[config.mk]
export PLATFORM = sky130hd
export DESIGN_NAME = alu_serial_seq
export DESIGN_NICKNAME = d
export VERILOG_FILES = /design/src/rtl/alu_serial_seq.sv
export SDC_FILE = /design/constraint.sdc
export NUM_CORES = 1
export LEC_CHECK = 0
export CAP_MARGIN = 20
export CORE_MARGIN = 5
export CORE_UTILIZATION = 40
export DETAILED_ROUTE_END_ITERATION = 10
export PLACE_DENSITY = 0.86
export RECOVER_POWER = 25
export SLEW_MARGIN = 5
export SYNTH_ARGS = -nofsm -noshare
export SYNTH_HDL_FRONTEND = slang
export SYNTH_SLANG_ARGS = --single-unit
[constraint.sdc]
create_clock -name clk -period 1.3 [get_ports clk]
set_clock_uncertainty 0.1 [all_clocks]
set_input_delay 0.195 -clock clk [delete_from_list [all_inputs] [get_ports clk]]
set_output_delay 0.195 -clock clk [all_outputs]
set_load 0.005 [all_outputs]
[src/rtl/alu_serial_seq.sv]
// Bit-serial ALU sequencer: drives one external alu1 slice LSB-first, one bit per clock,
// chaining carry/borrow through a register and collecting the result in a shift register.
module alu_serial_seq #(
  parameter int unsigned WIDTH = 4
) (
  input  logic             clk,
  input  logic             rst,
  input  logic             start,
  input  logic [2:0]       op,
  input  logic [WIDTH-1:0] a_in,
  input  logic [WIDTH-1:0] b_in,
  output logic             ready,
  output logic             busy,
  output logic             done,
  output logic [WIDTH-1:0] result,
  output logic             carry_flag,
  output logic             zero_flag,
  output logic             slice_a,
  output logic             slice_b,
  output logic             slice_carry_in,
  output logic [2:0]       slice_select,
  input  logic             slice_out,
  input  logic             slice_carry_out
);

  localparam int unsigned CntW = (WIDTH > 2) ? $clog2(WIDTH) : 1;
  localparam logic [CntW-1:0] LastBit = CntW'(WIDTH - 1);

  localparam logic [2:0] OpSub = 3'd2;
  localparam logic [2:0] OpAdd = 3'd3;

  typedef enum logic [1:0] {StIdle, StRun, StDone} state_e;

  state_e           state_q;
  logic [2:0]       op_q;
  logic [WIDTH-1:0] a_q;
  logic [WIDTH-1:0] b_q;
  logic [WIDTH-1:0] res_q;
  logic             carry_q;
  logic [CntW-1:0]  cnt_q;
  logic [WIDTH-1:0] result_q;
  logic             carry_flag_q;

  always_ff @(posedge clk) begin
    if (rst) begin
      state_q      <= StIdle;
      op_q         <= 3'd0;
      a_q          <= '0;
      b_q          <= '0;
      res_q        <= '0;
      carry_q      <= 1'b0;
      cnt_q        <= '0;
      result_q     <= '0;
      carry_flag_q <= 1'b0;
    end else begin
      unique case (state_q)
        StIdle, StDone: begin
          if (start) begin
            op_q    <= op;
            a_q     <= a_in;
            b_q     <= b_in;
            res_q   <= '0;
            carry_q <= 1'b0;
            cnt_q   <= '0;
            state_q <= StRun;
          end else begin
            state_q <= StIdle;
          end
        end
        StRun: begin
          a_q     <= a_q >> 1;
          b_q     <= b_q >> 1;
          res_q   <= {slice_out, res_q[WIDTH-1:1]};
          carry_q <= slice_carry_out;
          cnt_q   <= cnt_q + 1'b1;
          if (cnt_q == LastBit) begin
            state_q      <= StDone;
            // The last bit is still in flight, so take it straight from the slice.
            result_q     <= {slice_out, res_q[WIDTH-1:1]};
            carry_flag_q <= ((op_q == OpAdd) || (op_q == OpSub)) & slice_carry_out;
          end
        end
        default: state_q <= StIdle;
      endcase
    end
  end

  always_comb begin
    ready          = (state_q != StRun);
    busy           = (state_q == StRun);
    done           = (state_q == StDone);
    result         = result_q;
    carry_flag     = carry_flag_q;
    zero_flag      = (result_q == '0);
    // Slice inputs come only from registers, so there is no loop through the slice.
    slice_a        = busy & a_q[0];
    slice_b        = busy & b_q[0];
    slice_carry_in = busy & carry_q;
    slice_select   = op_q;
  end

endmodule

; ---- Word level (Yosys, flattened, before mapping)
; Cells that the tools add are included.
[word_totals]
in_bits = 16
ram_bits = 0
latchBits = 0
out_inout_bits = 15
reg_bits = 25
mem_count = 0
mem_bits_ro = 0
elab_cells = 43
[classes]
n_shift = 0
muxes = 13
bitwise = 4
reduce_logical = 8
n_div = 0
multipliers = 0
n_eq_ne = 8
order_cmp = 0
addsub = 1
[ops]
columns = operator, n
row1 = one-hot mux 4 bit (2 select lines), 3
row2 = two-way mux 4 bit, 3
row3 = one-hot mux 2 bit (2 select lines), 2
row4 = "== test 3 x 2 -> 1 bit, second input constant", 2
row5 = AND reduction 2 bit, 3
row6 = bitwise AND 1 bit, 4
row7 = "== test 2 bit, second input constant", 2
row8 = zero test 4 bit, 1
row9 = two-way mux 2 bit, 2
row10 = "inequality test 2 x 1 -> 1 bit, second input constant", 2
row11 = "adder 2 x 1 -> 2 bit, second input constant", 1
row12 = "== test 2 x 1 -> 1 bit, second input constant", 1
row13 = zero test 2 bit, 1
row14 = two-way mux 1 bit, 2
row15 = "inequality test 2 bit, second input constant", 1
row16 = one-hot mux 1 bit (2 select lines), 1
row17 = nonzero test 2 bit, 1
row18 = OR reduction 2 bit, 1
row19 = logical OR 1 bit, 1

; ---- Logic depth before layout (Yosys ltp)
; Gate-level depths: netlist of the first run.
[logic_depth]
depth_word = 4
depth_mapped = 5
depth_no_buf = 4

; ---- Worst setup path before layout of the first run
; OpenSTA, ideal clock, no wires.
[synth_path]
kind = reg-to-reg
start = register cnt_q[0]
end = register carry_flag_q, in the netlist carry_flag
t_required_ps = 1133
setup_time_ps = 67
path_buffers = 0
t_arrival_ps = 1203
slack_ps = -70
period_less_slack_ps = 1370
path_stages_with_launch = 5
cell_sequence = dfxtp_1 ha_1 nand3b_2 or3_1 a21oi_2
[synth_via]
elab_chain_cells = 2
[synth_rtl]
columns = item, line_no
row1 = start: declaration, 40  ; logic [CntW-1:0] cnt_q;
row2 = start signal: assignment, 75  ; cnt_q <= cnt_q + 1'b1;
row3 = == test 2 bit, 76  ; if (cnt_q == LastBit) begin
row4 = AND reduction 2 bit (no line), --
row5 = end signal: assignment, 80  ; carry_flag_q <= ((op_q == OpAdd) || (op_q == OpSub)) & slice_carry_out;
row6 = end: declaration, 42  ; logic carry_flag_q;
; Every way passes these cells.
; A chain may end at the register's enable or synchronous reset.

; ---- Worst setup path in the final report of the first run
[layout_path]
start = register state_q[1]
end = output slice_a
[layout_via]
elab_chain_cells = 2
[layout_rtl]
columns = item, line_no
row1 = start: declaration, 34  ; state_e state_q;
row2 = start signal: assignment, 46  ; state_q <= StIdle;
row3 = start signal: assignment, 65  ; state_q <= StRun;
row4 = start signal: assignment, 67  ; state_q <= StIdle;
row5 = == test 2 x 1 -> 1 bit, 90  ; busy = (state_q == StRun);
row6 = bitwise AND 1 bit, 96  ; slice_a = busy & a_q[0];
row7 = end: declaration, 18  ; output logic slice_a,
; Every way passes these cells.

==> flow_summary.toml, run 1 <==
[outcome]
status = "finished with violations"
violated_checks = "setup timing"

[global_routing]
number_of_global_route_vias_before_repair = 933
grt_use_total_pct = 15.48
antenna_found_initial = 0
grt_first_pass_wirelength_microns = 4195
grt_start_max_net_pins = 25
grt_overflow_total = 0

[cells_and_area]
finish.cell_count_without_fillers = 203
fillers = 146
final_common_cell = "sky130_fd_sc_hd__nand2_1"
flow.area_growth_from_synthesis_pct = 85.34
finish.net_count = 193
diodes = 0
commonest_non_fill_non_tap_cells_in_the_layout = "sky130_fd_sc_hd__nand2_1 (20), sky130_fd_sc_hd__clkdlybuf4s50_1 (15), sky130_fd_sc_hd__buf_4 (15), sky130_fd_sc_hd__dfxtp_1 (14), sky130_fd_sc_hd__buf_6 (14)"
layout-drive-gt1-share_pct = 52.00
final_core_utilization_pct = 79.30

[logic_synthesis]
yosys.area.top_type_share_pct = 49.81
syn-instance-count = 119
synth.cell_area_sq_um = 964.7
synth.lib_cells_used.distinct = 19
synth_sequential_area_ratio_pct = 49.81
synthesized_netlist_net_count = 136
synth_top_cells_by_area = "sky130_fd_sc_hd__dfxtp_1 (50%), sky130_fd_sc_hd__nand2_1 (12%), sky130_fd_sc_hd__a21oi_1 (7.8%)"
post_synth.cell_area_avg_sq_um = 8.107
yosysWarningCount = 0
synth.ff_latch_count = 24
post-synth-top-area-cell = "sky130_fd_sc_hd__dfxtp_1"

[placement]
finalWeightedCongestion = 0.7596
post-place-cells = 185
placement.io_buffers = 30

[power]
leakage_nw = 0.7560
total_switching_power_mw = 0.4233
cell_internal_pwr_mw = 1.174
power.total_mw = 1.597
worst_ir_drop_vdd_mv = 0.8588
clkPwrFrac_pct = 24.3
power_per_cell_area_mw_per_mm2 = 893.3
power.share.sequential_pct = 50.1
power_frac_comb_pct = 25.6
switch_share_pct = 26.51

[critical_path]
startpoint_type = "flop"
r2r_setup_slack_ps = -40
worstSetupStartpoint = "state_q[1]$_SDFFE_PP0P_"
worstSetupEndpointType = "output port"
worst_r2r_startpoint = "state_q[1]$_SDFFE_PP0P_"
reg2regPathDepth = 7
critPathArrivalTime_ps = 1180
regToRegEndpoint = "a_q[2]$_SDFFE_PP0P_"
critical_path_required_ps = 1000
worst-path-max-fanout = 4
timing.setup.critical_path_class = "reg2out"

[timing]
final.min_clock_period_ps = 1472
worst_slack_ps = -172.2
finalCritPeriodShare_pct = 113.2
slew-limit-headroom_pct = 85.99
clock.fmax_ghz = 0.6792
setup-violations-final = 11
whs_ps = 335.5
setup_repair_after_global_routing_missed_its_margin = "true"
final_count_of_hold_timing_violations = 0
finalMaxSlewViolations = 0
worst_pin_slew_ps = 210.2
fin_setup_tns_ps = -841.9

[job]
maximum_capacitance_violations = 0

[detailed_routing]
wire_length_on_met1_microns = 1202
dr_vias = 1060
met3_wire_length_microns = 157
topRoutingLayerUsed = "met4"
detail_route.wirelength_microns = 3015
met2WireLength_microns = 1631
detailedRoute.firstPassIterationCount = 4
drt_iter0_drc = 29
viasPerCell = 5.222
avgRoutedWirePerCell_microns = 14.85
detail_route.drc_violations = 0
ant_nets = 0

[floorplan]
placement_rows = 17
fp.dieArea_sq_mm = 0.003494
start_util_pct = 42.79
core_sq_mm = 0.002255
chipWidth_microns = 59.11
io_pins = 31
floorplan.die.height_microns = 59.11

[cts]
cts.path.max_buffers = 2
cts_root_buffer = "sky130_fd_sc_hd__clkbuf_4"
worstSkewPairLatency_ps = 300
path_clk_slew_ps = 130
clock_sink_count = 24
cts_htree_levels = 1
cts_tree = "yes"
cts_buffers = 3
postCtsHoldBufs = 0

[hold_path]
hold_path_endpoint = "slice_select[0]$_SDFFE_PP0P_"
min_path_type = "in2reg"
min_path_cells = 3
timing.hold.worst.start = "op[0]"
-- layer usage --
metal | up-vias | GRT usage, %
met5 | - | 0
met4 | 0 | 6.796
met3 | 2 | 2.832
met2 | 42 | 27.76
met1 | 498 | 17.69
li1 | 518 | -
-- power by group through the flow --
stage          Clock (mW)  Combinational, mW  Sequential [mW]
4_1_cts             0.382              0.310            0.796
3_5_place_dp            0              0.244            0.811
3_3_place_gp            0              0.235            0.809
6_report            0.388              0.409            0.801
2_1_floorplan           0              0.116            0.808
5_1_grt             0.412              0.432            0.806
-- sequential cells by signal, indices dropped and copies added, names as in the netlist --
signal,count
a_q,4
b_q,4
carry_flag,1
carry_q,1
cnt_q,2
res_q,3
result,4
slice_select,3
state_q,2
-- synth_stat cells --
| master | instances |
|---|---|
| sky130_fd_sc_hd__nand3_1 | 12 |
| sky130_fd_sc_hd__a311oi_1 | 6 |
| sky130_fd_sc_hd__nor4_1 | 1 |
| sky130_fd_sc_hd__inv_2 | 1 |
| sky130_fd_sc_hd__a21oi_2 | 1 |
| sky130_fd_sc_hd__o21a_1 | 1 |
| sky130_fd_sc_hd__dfxtp_1 | 24 |
| sky130_fd_sc_hd__or3_1 | 1 |
| sky130_fd_sc_hd__nor2_1 | 8 |
| sky130_fd_sc_hd__nand2b_1 | 3 |
| sky130_fd_sc_hd__buf_6 | 1 |
| sky130_fd_sc_hd__clkbuf_1 | 2 |
| sky130_fd_sc_hd__buf_2 | 5 |
| sky130_fd_sc_hd__nand2_1 | 31 |
| sky130_fd_sc_hd__a21oi_1 | 15 |
| sky130_fd_sc_hd__ha_1 | 1 |
| sky130_fd_sc_hd__nor2b_1 | 2 |
| sky130_fd_sc_hd__nand3b_2 | 1 |
| sky130_fd_sc_hd__and2_1 | 3 |
-- how the worst max path moves through the flow --
stage	slack, ps	endpoint	cells past startpoint
floorplan	30	carry_flag$_SDFFE_PP0P_	4
global placement	-200	ready	3
detailed placement	-260	ready	3
CTS	-170	slice_carry_in	5
global route	-210	slice_a	5
finish	-170	slice_a	5
-- kinds of logic after synthesis --
family | share of synthesized area, %
and+or+nand+nor | 29.05
DFF | 49.81
AOI/OAI and AO/OA | 14.92
buffers and inverters | 4.928
adders and majority gates | 1.297
-- stage by stage --
step / instance area, sq um / setup WS, ps
3_3_place_gp: 1401 / -204.1
2_1_floorplan: 977.2 / 27.78
3_5_place_dp: 1401 / -264.5
5_1_grt: 1788 / -211.9
4_1_cts: 1587 / -170.6
6_report: 1788 / -172.2
-- area by class of cell --
type	count	area [sq um]	share of cell area, %
Timing Repair Buffer	60	595.6	33.31
Inverter	1	6.256	0.3499
Sequential cell	24	495.5	27.71
Clock buffer	4	36.28	2.029
Multi-Input combinational cell	86	619.3	34.64
Tap cell	28	35.03	1.959
-- critical path, cell delays in order, from the launching register on --
cell                       delay (ps)
sky130_fd_sc_hd__dfxtp_2          340
sky130_fd_sc_hd__nand2b_4         140
sky130_fd_sc_hd__inv_4             40
sky130_fd_sc_hd__buf_6            110
sky130_fd_sc_hd__and2_4           130
sky130_fd_sc_hd__buf_6            110
-- repair_timing --
action                                  CTS  global route
pin swaps                                 4            15
setup buffers                             7             7
cloned                                    1             2
gates resized for setup                  71            48
endpoints found under the setup margin   18            22
Power figures use the tool's default switching activity.
==> run 2: changes to the inputs <==
PLACE_DENSITY = 0.83   (was 0.86)
clock period = 1.76 ns   (was 1.3 ns; I/O delays follow)
==> run 2 against run 1 <==
Net effect: the run now ends clean; first-iteration DRC count is 31% lower; non-clock buffer count shrank 23; global-route usage fell by 1.1 points; count of clock-buffer cells in the layout is the same; via count decreased by 13%; die area did not move; sequential power is 27% lower; critical path type unchanged.
==> flow_summary.toml, run 2 (synthesis results as in run 1) <==
[outcome]
status = "finished, final reports clean"

[cells_and_area]
commonest_non_fill_non_tap_cells_in_the_layout = "sky130_fd_sc_hd__nand2_1 (31), sky130_fd_sc_hd__clkdlybuf4s50_1 (24), sky130_fd_sc_hd__dfxtp_1 (23), sky130_fd_sc_hd__a21oi_1 (15), sky130_fd_sc_hd__nand3_1 (12)"
final_core_utilization_pct = 59.55
multi_input_area_sq_um = 440.4
diodes = 0
finish.net_count = 170
register_area_sq_um = 481.7
layout-drive-gt1-share_pct = 9.211
final_common_cell = "sky130_fd_sc_hd__nand2_1"
flow.area_growth_from_synthesis_pct = 39.17
fillers = 210

[floorplan]
floorplan.die.height_microns = 59.11
io_pins = 31
fp.dieArea_sq_mm = 0.003494
core_sq_mm = 0.002255
placement_rows = 17
start_util_pct = 42.79
chipWidth_microns = 59.11

[critical_path]
crit_path_max_incr_delay_ps = 520
timing.setup.critical_path_class = "reg2out"
critPathArrivalTime_ps = 1330
worstPathCellList = "nand2b_4 > clkdlybuf4s50_1"
startpoint_type = "flop"
crit_path_top_delay_cell = "sky130_fd_sc_hd__clkdlybuf4s50_1"
worst-path-max-fanout = 3
critical_path_required_ps = 1400
worstSetupEndpointType = "output port"

[timing]
final_count_of_hold_timing_violations = 0
finalMaxSlewViolations = 0
worst_pin_slew_ps = 338.1
worst_slack_ps = 68.52
slew-limit-headroom_pct = 77.46
setup_repair_after_global_routing_missed_its_margin = "false"
final.min_clock_period_ps = 1691
fin_setup_tns_ps = 0
clock.fmax_ghz = 0.5912
whs_ps = 370.0
finalCritPeriodShare_pct = 96.11
setup-violations-final = 0

[detailed_routing]
detail_route.wirelength_microns = 2296
viasPerCell = 5.111
avgRoutedWirePerCell_microns = 12.76
ant_nets = 0
dr_vias = 920
drt_iter0_drc = 20
detail_route.drc_violations = 0
detailedRoute.firstPassIterationCount = 4

[global_routing]
antenna_found_initial = 0
number_of_global_route_vias_before_repair = 809
grt_start_max_net_pins = 25
grt_first_pass_wirelength_microns = 3781
grt_overflow_total = 0
grt_use_total_pct = 14.43

[hold_path]
min_path_type = "reg2reg"

[cts]
cts.path.max_buffers = 2
worstSkewPairLatency_ps = 310
postCtsHoldBufs = 0
clock_sink_count = 24
cts_htree_levels = 1
cts_tree = "yes"
cts_root_buffer = "sky130_fd_sc_hd__clkbuf_4"
path_clk_slew_ps = 120
cts_buffers = 3

[placement]
finalWeightedCongestion = 0.7493
place_ws_ps = 139.0
placement.io_buffers = 30
hpwlAfterDp_microns = 1679

[job]
maximum_capacitance_violations = 0

[power]
power.total_mw = 1.036
power_per_cell_area_mw_per_mm2 = 771.7
leakage_nw = 0.5084
worst_ir_drop_vdd_mv = 0.4352
[run 2: cell count changes in the layout (fill, tap and decap cells not counted), sizes merged]
cell           change
buf               -30
clkbuf             -2
clkdlybuf4s15      -2
clkdlybuf4s25      +1
clkdlybuf4s50      +9
dlygate4sd2        +1
[run 2: path summary, 6_finish.rpt]
check                     startpoint                 endpoint  slack (ps)  cells after the start
max          state_q[1]$_SDFFE_PP0P_                    ready          70                      2
min          carry_flag$_SDFFE_PP0P_  carry_flag$_SDFFE_PP0P_         370                      2
max reg2reg    cnt_q[0]$_SDFFE_PP0P_  carry_flag$_SDFFE_PP0P_         140                      4
min reg2reg  carry_flag$_SDFFE_PP0P_  carry_flag$_SDFFE_PP0P_         370                      2
[run 2: area by class of cell]
class / instances / share of cell area (%)
clock buffer: 4 / 2.703
inverter: 1 / 0.4660
multi-input combinational: 86 / 32.81
sequential: 24 / 35.88
tap: 28 / 2.610
timing repair buffer: 37 / 25.54
[run 2: what timing repair did]
item / 4_1_cts / 5_1_grt
gates resized for setup: 9 / 1
buffers inserted: 1 / 0
setup endpoints to repair: 7 / 1
[run 2: where the power goes]
group	switching [mW]	leakage, nW	internal, mW	total [mW]
registers	0.0167	0.197	0.571	0.588
clock network	0.159	0.0210	0.126	0.286
logic	0.0789	0.291	0.0837	0.163
total	0.255	0.508	0.781	1.04
[run 2: per-layer routing]
metal  wire length (microns)  share of wire, %  GRT usage [%]  up-vias
met5                       0                 0              0        -
met4                      53               2.3          8.738        0
met3                      94               4.1          2.614        4
met2                    1153                50          22.71       24
met1                     996                43          18.16      424
li1                        -                 -              -      468
[run 2: critical path, delay by kind of cell, from the launching register on]
family                 cells  cell delay, ps
flip-flops                 1             350
AND/OR/NAND/NOR            1             140
buffers and inverters      1             520
[run 2: stage by stage]
step / cell area [sq um] / std cells
after floorplan: 964.7 / 119
after global placement: 1301 / 175
after detailed placement: 1301 / 175
after CTS: 1351 / 180
after global routing: 1343 / 180
final: 1343 / 180
==> run 3: changes to the inputs <==
CORE_MARGIN = 2   (was 5)
==> run 3 against run 2 <==
Net effect: critical path type unchanged; worst setup slack better by 35 ps; largest power group unchanged; largest cell class unchanged; register-to-register slack better by 30 ps; utilization decreased by 0.67 points.
==> flow_summary.toml, run 3 (synthesis results as in run 1) <==
[cts]
worstSkewPairLatency_ps = 300
postCtsHoldBufs = 0
post-cts-setup-buffers = 0
cts_root_buffer = "sky130_fd_sc_hd__clkbuf_4"
cts.path.max_buffers = 2
clock_sink_count = 24
cts_htree_levels = 1
path_clk_slew_ps = 120
cts_buffers = 3
cts_tree = "yes"
cts_repair_resized_insts = 9

[global_routing]
antenna_found_initial = 0
grt_first_pass_wirelength_microns = 3236
grt_use_total_pct = 15.81
grt_overflow_total = 0
number_of_global_route_vias_before_repair = 777
grt_start_max_net_pins = 25

[placement]
placement.io_buffers = 30
hpwlAfterDp_microns = 1474
place_ws_ps = 108.5
finalWeightedCongestion = 0.7132

[timing]
final_count_of_hold_timing_violations = 0
finalMaxSlewViolations = 0
final.min_clock_period_ps = 1657
setup_repair_after_global_routing_missed_its_margin = "false"
whs_ps = 371.1
fin_setup_tns_ps = 0
setup-violations-final = 0
finalCritPeriodShare_pct = 94.14
worst_pin_slew_ps = 385.1
worst_slack_ps = 103.1
clock.fmax_ghz = 0.6035
slew-limit-headroom_pct = 74.32

[critical_path]
worstSetupEndpointType = "output port"
timing.setup.critical_path_class = "reg2out"
regToRegEndpoint = "res_q[2]$_SDFFE_PP0P_"
startpoint_type = "flop"
worst-path-max-fanout = 3
worst_r2r_startpoint = "state_q[0]$_SDFFE_PP0P_"
reg2regPathDepth = 5
r2r_setup_slack_ps = 170
critPathArrivalTime_ps = 1290
critical_path_required_ps = 1400

[floorplan]
io_pins = 31
start_util_pct = 42.79
core_sq_mm = 0.002255
chipWidth_microns = 53.11
fp.dieArea_sq_mm = 0.002821
floorplan.die.height_microns = 53.11
placement_rows = 17

[cells_and_area]
commonest_non_fill_non_tap_cells_in_the_layout = "sky130_fd_sc_hd__nand2_1 (31), sky130_fd_sc_hd__clkdlybuf4s50_1 (24), sky130_fd_sc_hd__dfxtp_1 (23), sky130_fd_sc_hd__a21oi_1 (15), sky130_fd_sc_hd__nand3_1 (12)"
flow.area_growth_from_synthesis_pct = 37.61
layout-drive-gt1-share_pct = 8.667
final_common_cell = "sky130_fd_sc_hd__nand2_1"
diodes = 0
fillers = 207
final_core_utilization_pct = 58.88
finish.net_count = 169

[power]
leakage_nw = 0.5116
power.total_mw = 0.9712
worst_ir_drop_vdd_mv = 0.5111
power_per_cell_area_mw_per_mm2 = 731.6

[hold_path]
timing.hold.worst.start = "slice_select[0]$_SDFFE_PP0P_"
min_path_type = "reg2reg"
min_path_cells = 2
hold_path_endpoint = "slice_select[0]$_SDFFE_PP0P_"

[detailed_routing]
drt_iter0_drc = 8
viasPerCell = 4.994
ant_nets = 0
detail_route.wirelength_microns = 2025
avgRoutedWirePerCell_microns = 11.38
detail_route.drc_violations = 0
dr_vias = 889
detailedRoute.firstPassIterationCount = 4

[job]
maximum_capacitance_violations = 0

[outcome]
status = "finished, final reports clean"
[run 3: cell count changes in the layout (fill, tap and decap cells not counted)]
| cell | before | now |
|---|---|---|
| sky130_fd_sc_hd__buf_4 | 6 | 5 |
| sky130_fd_sc_hd__nand3b_1 | 1 | 0 |
| sky130_fd_sc_hd__clkbuf_8 | 1 | 0 |
| sky130_fd_sc_hd__dlymetal6s2s_1 | 0 | 1 |
| sky130_fd_sc_hd__nand3b_2 | 0 | 1 |
| sky130_fd_sc_hd__clkdlybuf4s25_1 | 1 | 0 |
[run 3: worst max-delay path by stage]
stage                            startpoint                 endpoint  slack (ps)
floorplan             cnt_q[0]$_SDFFE_PP0P_  carry_flag$_SDFFE_PP0P_         390
global placement                      start     carry_q$_SDFFE_PP0P_         170
detailed placement                    start     carry_q$_SDFFE_PP0P_         110
CTS                 state_q[1]$_SDFFE_PP0P_                     busy          30
global route        state_q[0]$_SDFFE_PP0P_     carry_q$_SDFFE_PP0P_          40
finish              state_q[1]$_SDFFE_PP0P_                    ready         100
[run 3: layer usage]
layer / wire (microns) / GRT usage (%) / share of wire [%]
met5: 0 / 0 / 0
met4: 27 / 10.26 / 1.3
met3: 69 / 1.977 / 3.4
met2: 1049 / 29.58 / 52
met1: 879 / 16.26 / 43
[run 3: worst max-delay path: stages (launching register included)]
cell                              delay, ps
sky130_fd_sc_hd__dfxtp_2                350
sky130_fd_sc_hd__nand2b_4               140
sky130_fd_sc_hd__clkdlybuf4s50_1        510
[run 3: cell type report]
class | count | area (sq um) | area share [%]
clock buffers | 3 | 22.52 | 1.697
well taps | 28 | 35.03 | 2.639
flip-flops and latches | 24 | 481.7 | 36.29
repair buffers | 36 | 337.8 | 25.45
inverters | 1 | 6.256 | 0.4713
multi-input cells | 86 | 444.2 | 33.46
[run 3: per-stage QoR]
stage / area (sq um) / std cells
after global routing: 1328 / 178
after global placement: 1301 / 175
after CTS: 1330 / 178
final: 1328 / 178
after floorplan: 964.7 / 119
after detailed placement: 1301 / 175
[run 3: power breakdown]
part | switching, mW | internal [mW] | total, mW
Clock | 0.144 | 0.0797 | 0.224
Combinational | 0.0775 | 0.0837 | 0.161
Sequential | 0.0153 | 0.571 | 0.586
